[config.mk]
export PLATFORM = sky130hd
export DESIGN_NAME = unidad_control_multiciclo
export DESIGN_NICKNAME = d
export VERILOG_FILES = /design/src/rtl/unidad_control_multiciclo.sv
export SDC_FILE = /design/constraint.sdc
export NUM_CORES = 1
export LEC_CHECK = 0
export CAP_MARGIN = 20
export CORE_MARGIN = 1.5
export CORE_UTILIZATION = 34
export DETAILED_ROUTE_END_ITERATION = 7
export GPL_ROUTABILITY_DRIVEN = 1
export PLACE_DENSITY = 0.87
export SETUP_SLACK_MARGIN = 0.2
export SLEW_MARGIN = 20
export SYNTH_ARGS = -nofsm -noshare
export SYNTH_HDL_FRONTEND = slang
export SYNTH_SLANG_ARGS = --single-unit
[constraint.sdc]
create_clock -name Reloj -period 1.91 [get_ports Reloj]
set_clock_uncertainty 0.05 [all_clocks]
set_input_delay 0.573 -clock Reloj [delete_from_list [all_inputs] [get_ports Reloj]]
set_output_delay 0.573 -clock Reloj [all_outputs]
set_load 0.02 [all_outputs]
[src/rtl/unidad_control_multiciclo.sv]
// Multicycle control unit: fetch/decode/execute sequencing with a ready/request memory handshake.
// Optional per-access memory timeout enabled by defining UCM_MEM_TIMEOUT_EN.
module unidad_control_multiciclo #(
    parameter int IW          = 16,
    parameter int RAW         = 3,
    parameter int FW          = 4,
    parameter int MEM_TIMEOUT = 15
) (
    input  logic           Reloj,
    input  logic           Reiniciar,
    input  logic [IW-1:0]  Instruccion,
    input  logic           StatusFlag,
    input  logic           MemReady,
    output logic           MemReq,
    output logic           MemWrite,
    output logic           LoadAR,
    output logic           SelectAR,
    output logic           LoadDR,
    output logic           SelectDR,
    output logic           LoadPC,
    output logic [1:0]     SelectPC,
    output logic           LoadIR,
    output logic           LoadS,
    output logic           WriteEnable,
    output logic           WriteSelect,
    output logic [RAW-1:0] WriteAddress,
    output logic [RAW-1:0] ReadAddressA,
    output logic [RAW-1:0] ReadAddressB,
    output logic [FW-1:0]  Fun,
    output logic           Halted,
    output logic           Error
);

    typedef enum logic [3:0] {
        ST_RST, ST_FETCH_REQ, ST_FETCH_WAIT, ST_DECODE, ST_EXEC, ST_WB_ALU,
        ST_MEM_ADDR, ST_MEM_RD, ST_WB_MEM, ST_MEM_WR, ST_JUMP, ST_HALT, ST_ERROR
    } stateT;

    localparam logic [3:0] OP_LOAD   = 4'h8;
    localparam logic [3:0] OP_STORE  = 4'h9;
    localparam logic [3:0] OP_JUMP   = 4'hA;
    localparam logic [3:0] OP_BRANCH = 4'hB;
    localparam logic [3:0] OP_HALT   = 4'hF;

    stateT      state, nextState;
    logic [3:0] op;
    logic       inWait;
    logic       waitExpired;
    logic       unusedInstr;

    assign op           = Instruccion[IW-1 -: 4];
    assign WriteAddress = Instruccion[IW-5 -: RAW];
    assign ReadAddressA = Instruccion[IW-5-RAW -: RAW];
    assign ReadAddressB = Instruccion[IW-5-2*RAW -: RAW];
    assign unusedInstr  = ^Instruccion;

    assign inWait = (state == ST_FETCH_WAIT) || (state == ST_MEM_RD) || (state == ST_MEM_WR);

`ifdef UCM_MEM_TIMEOUT_EN
    localparam int TW = $clog2(MEM_TIMEOUT + 1);
    logic [TW-1:0] waitCnt;

    // Counts wait cycles of the current access; idle states hold it cleared.
    always_ff @(posedge Reloj or negedge Reiniciar) begin
        if (!Reiniciar) begin
            waitCnt <= '0;
        end else if (!inWait) begin
            waitCnt <= '0;
        end else if (!MemReady) begin
            waitCnt <= waitCnt + 1'b1;
        end
    end

    assign waitExpired = inWait && (waitCnt == TW'(MEM_TIMEOUT - 1));
`else
    localparam int unusedTimeout = MEM_TIMEOUT;
    assign waitExpired = 1'b0;
`endif

    always_ff @(posedge Reloj or negedge Reiniciar) begin
        if (!Reiniciar) begin
            state <= ST_RST;
        end else begin
            state <= nextState;
        end
    end

    always_comb begin
        nextState   = state;
        MemReq      = 1'b0;
        MemWrite    = 1'b0;
        LoadAR      = 1'b0;
        SelectAR    = 1'b0;
        LoadDR      = 1'b0;
        SelectDR    = 1'b0;
        LoadPC      = 1'b0;
        SelectPC    = 2'b00;
        LoadIR      = 1'b0;
        LoadS       = 1'b0;
        WriteEnable = 1'b0;
        WriteSelect = 1'b0;
        Fun         = '0;
        Halted      = 1'b0;
        Error       = 1'b0;

        unique case (state)
            ST_RST: nextState = ST_FETCH_REQ;
            ST_FETCH_REQ: begin
                LoadAR    = 1'b1;
                nextState = ST_FETCH_WAIT;
            end
            ST_FETCH_WAIT: begin
                MemReq = 1'b1;
                if (MemReady) begin
                    LoadIR    = 1'b1;
                    LoadPC    = 1'b1;
                    SelectPC  = 2'b01;
                    nextState = ST_DECODE;
                end else if (waitExpired) begin
                    nextState = ST_ERROR;
                end
            end
            ST_DECODE: begin
                if (!op[3]) begin
                    nextState = ST_EXEC;
                end else begin
                    unique case (op)
                        OP_LOAD, OP_STORE: nextState = ST_MEM_ADDR;
                        OP_JUMP:           nextState = ST_JUMP;
                        OP_BRANCH:         nextState = StatusFlag ? ST_JUMP : ST_FETCH_REQ;
                        OP_HALT:           nextState = ST_HALT;
                        default:           nextState = ST_ERROR;
                    endcase
                end
            end
            ST_EXEC: begin
                Fun       = FW'(op[2:0]);
                LoadS     = 1'b1;
                nextState = ST_WB_ALU;
            end
            ST_WB_ALU: begin
                WriteEnable = 1'b1;
                nextState   = ST_FETCH_REQ;
            end
            ST_MEM_ADDR: begin
                LoadAR   = 1'b1;
                SelectAR = 1'b1;
                if (op == OP_STORE) begin
                    LoadDR    = 1'b1;
                    SelectDR  = 1'b1;
                    nextState = ST_MEM_WR;
                end else begin
                    nextState = ST_MEM_RD;
                end
            end
            ST_MEM_RD: begin
                MemReq = 1'b1;
                if (MemReady) begin
                    LoadDR    = 1'b1;
                    nextState = ST_WB_MEM;
                end else if (waitExpired) begin
                    nextState = ST_ERROR;
                end
            end
            ST_WB_MEM: begin
                WriteEnable = 1'b1;
                WriteSelect = 1'b1;
                nextState   = ST_FETCH_REQ;
            end
            ST_MEM_WR: begin
                MemReq   = 1'b1;
                MemWrite = 1'b1;
                if (MemReady) begin
                    nextState = ST_FETCH_REQ;
                end else if (waitExpired) begin
                    nextState = ST_ERROR;
                end
            end
            ST_JUMP: begin
                // Shared target state: JUMP takes register A, a taken BRANCH takes PC+offset.
                LoadPC    = 1'b1;
                SelectPC  = (op == OP_JUMP) ? 2'b11 : 2'b10;
                nextState = ST_FETCH_REQ;
            end
            ST_HALT:  Halted = 1'b1;
            ST_ERROR: Error  = 1'b1;
            default:  nextState = ST_RST;
        endcase
    end

endmodule

==> reports/metrics.json <==
{
  "placement": {
    "postPlaceCellArea_um2": 1137,
    "globalplace.congestion": 0.8440,
    "place.port_buffers": 25,
    "dp_hpwl_um": 1727
  },
  "yosys": {
    "synth_largest_type_area_fraction_pct": 15.09,
    "ys_top_cells_by_area": "sky130_fd_sc_hd__dfrtp_1 (15%), sky130_fd_sc_hd__buf_4 (11%), sky130_fd_sc_hd__nor3_1 (6.8%), sky130_fd_sc_hd__nor2_1 (5.7%), sky130_fd_sc_hd__a21oi_1 (4.5%)",
    "syn_avg_cell_area_um2": 6.980,
    "synth_area_leader_cell": "sky130_fd_sc_hd__dfrtp_1",
    "async_flop_share_pct": 100.0,
    "synthesis.yosys.warnings": 0,
    "synthesis.instances": 95,
    "synth.yosys.seq_area_share_pct": 15.09,
    "synth_area_um2": 663.1,
    "yosysUniqueCellTypes": 38,
    "synth-edff-count": 0,
    "synth-seq-cells": 4,
    "ys_top_cells_by_count": "sky130_fd_sc_hd__buf_4 (10), sky130_fd_sc_hd__nor2_1 (10), sky130_fd_sc_hd__nor3_1 (9)",
    "postSynthNetCount": 115,
    "commonest_register_cell_after_synthesis": "sky130_fd_sc_hd__dfrtp_1"
  },
  "floorplanning": {
    "io_pins": 48,
    "rows": 15,
    "area_of_the_die_um2": 2225,
    "start_util_pct": 37.19,
    "die_h_um": 47.17,
    "core_footprint_um2": 1783,
    "floorplan.die.width_um": 47.17
  },
  "pwr": {
    "power_leakage_uw": 0.0006535,
    "power_density_nw_per_um2": 1633,
    "max-vdd-ir-drop_v": 0.0009913,
    "total_power_uw": 2211
  },
  "run": {
    "timing.max_cap.violations": 0
  },
  "worst_hold_path": {
    "min-delay-path-class": "primary input to async pin"
  },
  "setup_path": {
    "cp-start-kind": "flop",
    "timing.critical_path.fanout_max": 5,
    "cpPeakStageDelay_ps": 450,
    "sequence_of_cells_on_the_critical_path": "nand2b_4 -> mux2_2 -> o22ai_1 -> buf_4",
    "cp_slowest_cell": "sky130_fd_sc_hd__dfrtp_2",
    "critPathArrivalTime_ps": 1470,
    "worst_ep_required_time_ps": 1290,
    "endpoint_kind": "output port",
    "setup.worst_path.class": "flop to output port"
  },
  "sta": {
    "worst_hold_slack_ps": 454.9,
    "grt_setup_unrepaired": "yes",
    "fmax_mhz": 478.3,
    "post_route_setup_slack_ps": -181.0,
    "drv_slew": 0,
    "finalSetupViolations": 17,
    "timing.final.hold_violations": 0,
    "post-route-min-period_ps": 2091,
    "timing.final.crit_share_pct": 109.5
  },
  "clock_network": {
    "cts_tree": "done",
    "max-clock-path-buffers": 2,
    "clk_root_buffer_cell": "sky130_fd_sc_hd__clkbuf_4",
    "worstSkewPairLatency_ps": 260,
    "clock_sinks": 4,
    "htree_levels": 1,
    "clkTransAtPathRegs_ps": 50,
    "cts.hold.buffers_added": 0,
    "cts-buffers-inserted": 3
  },
  "finish": {
    "largest_reg_flops": 4,
    "area_growth_pct": 104.2,
    "drive_above_1_share_pct": 70.20,
    "antennaDiodeCount": 0,
    "top_register": "state",
    "filler_cells": 143,
    "top_regs": "state: 4 flops",
    "final_core_utilization_pct": 75.93,
    "final_design_area_no_fill_um2": 1354,
    "nets": 172
  },
  "drt": {
    "detail_route.vias_per_cell": 5.330,
    "drt-total-wl_um": 2710,
    "antenna_violating_nets_left": 0,
    "detailedRoute.firstPassIterationCount": 4,
    "wl_per_cell_um": 15.40,
    "vias": 938,
    "drc_errors": 0,
    "drtIter0Drc": 22
  },
  "run_status": {
    "outcome": "complete, but fails checks",
    "violated_checks": "setup timing"
  },
  "grt": {
    "grt_max_degree": 14,
    "grt_first_pass_wirelength_um": 3981,
    "global_route.usage.total_pct": 26.29,
    "number_of_global_route_vias_before_repair": 899,
    "remaining_overflow_grt": 0,
    "number_of_antenna_violations_at_the_first_check_in_global_routing": 0
  }
}
logic make-up (layout without fill, tap and decap cells):
| logic type | after synthesis | count (layout) | share of synthesized area [%] |
|---|---|---|---|
| flops | 4 | 4 | 15.09 |
| mux | 3 | 3 | 4.905 |
| compound gates | 20 | 20 | 22.27 |
| simple gates | 44 | 44 | 36.42 |
| buf+inv | 23 | 79 | 20.75 |
| other cells | 1 | 1 | 0.5655 |
cell type report:
| cell class | instances | area (um2) | share of cell area, % |
|---|---|---|---|
| Clock buffer | 4 | 26.28 | 1.941 |
| Inverter | 6 | 22.52 | 1.664 |
| Multi-Input combinational cell | 68 | 585.6 | 43.25 |
| Sequential cell | 4 | 103.9 | 7.671 |
| Tap cell | 25 | 31.28 | 2.311 |
| Timing Repair Buffer | 69 | 584.3 | 43.16 |
timing repair:
item                       CTS  global route
setup buffers                7             6
resized for setup          122            23
setup endpoints to repair   22            19
pin swaps                    6            16
gates cloned                 0             0
where the power goes:
part / total, uW / leakage, uW / internal, uW / switching, uW
clock network: 130 / 0.0000150 / 79.4 / 50.3
registers: 196 / 0.0000461 / 137 / 59.0
logic: 1890 / 0.000592 / 947 / 940
layout by cell type (no fill, tap or decap), types with 3 or more instances in the layout:
| cell type | instances |
|---|---|
| sky130_fd_sc_hd__buf_4 | 44 |
| sky130_fd_sc_hd__buf_6 | 16 |
| sky130_fd_sc_hd__nor2_1 | 7 |
| sky130_fd_sc_hd__nor3_1 | 5 |
| sky130_fd_sc_hd__buf_2 | 5 |
| sky130_fd_sc_hd__inv_2 | 4 |
| sky130_fd_sc_hd__nor2_4 | 4 |
| sky130_fd_sc_hd__nor3_2 | 4 |
| sky130_fd_sc_hd__a21oi_1 | 4 |
| sky130_fd_sc_hd__and2_4 | 3 |
| sky130_fd_sc_hd__nand2_1 | 3 |
| sky130_fd_sc_hd__o211ai_1 | 3 |
| sky130_fd_sc_hd__clkbuf_4 | 3 |
| sky130_fd_sc_hd__dfrtp_2 | 3 |
worst paths after layout:
check	startpoint	end	slack [ps]	cells past startpoint
max	state[0]	MemReq	-180	4
min	Reiniciar	state[0]	450	1
max reg2reg	state[3]	state[1]	110	8
min reg2reg	state[2]	state[0]	810	4
max in group asynchronous	Reiniciar	state[2]	1160	1
min in group Reloj	state[2]	state[0]	810	4
routing by layer:
metal | share of wire [%] | wire, um | up-vias | GRT usage [%]
met2 | 55 | 1492 | 57 | 48.77
met1 | 34 | 911 | 430 | 25.86
li1 | - | - | 437 | -
met5 | 0 | 0 | - | 0
met3 | 7.7 | 209 | 14 | 7.692
met4 | 3.5 | 96 | 0 | 14.44
critical path, delay by kind of cell (launching register included):
kind,cells,cell delay [ps]
buf+inv,1,170
mux,1,270
flops,1,450
compound gates,1,150
simple gates,1,160
per-stage QoR:
stage,std cells,setup WS (ps),setup TNS [ps]
2_1_floorplan,95,14.12,0
6_report,176,-181.0,-1843
3_5_place_dp,159,-928.7,-9001
4_1_cts,170,-161.5,-1296
3_3_place_gp,159,-834.6,-8336
5_1_grt,176,-221.4,-2663
No activity file was read; power rests on OpenSTA's default activity.
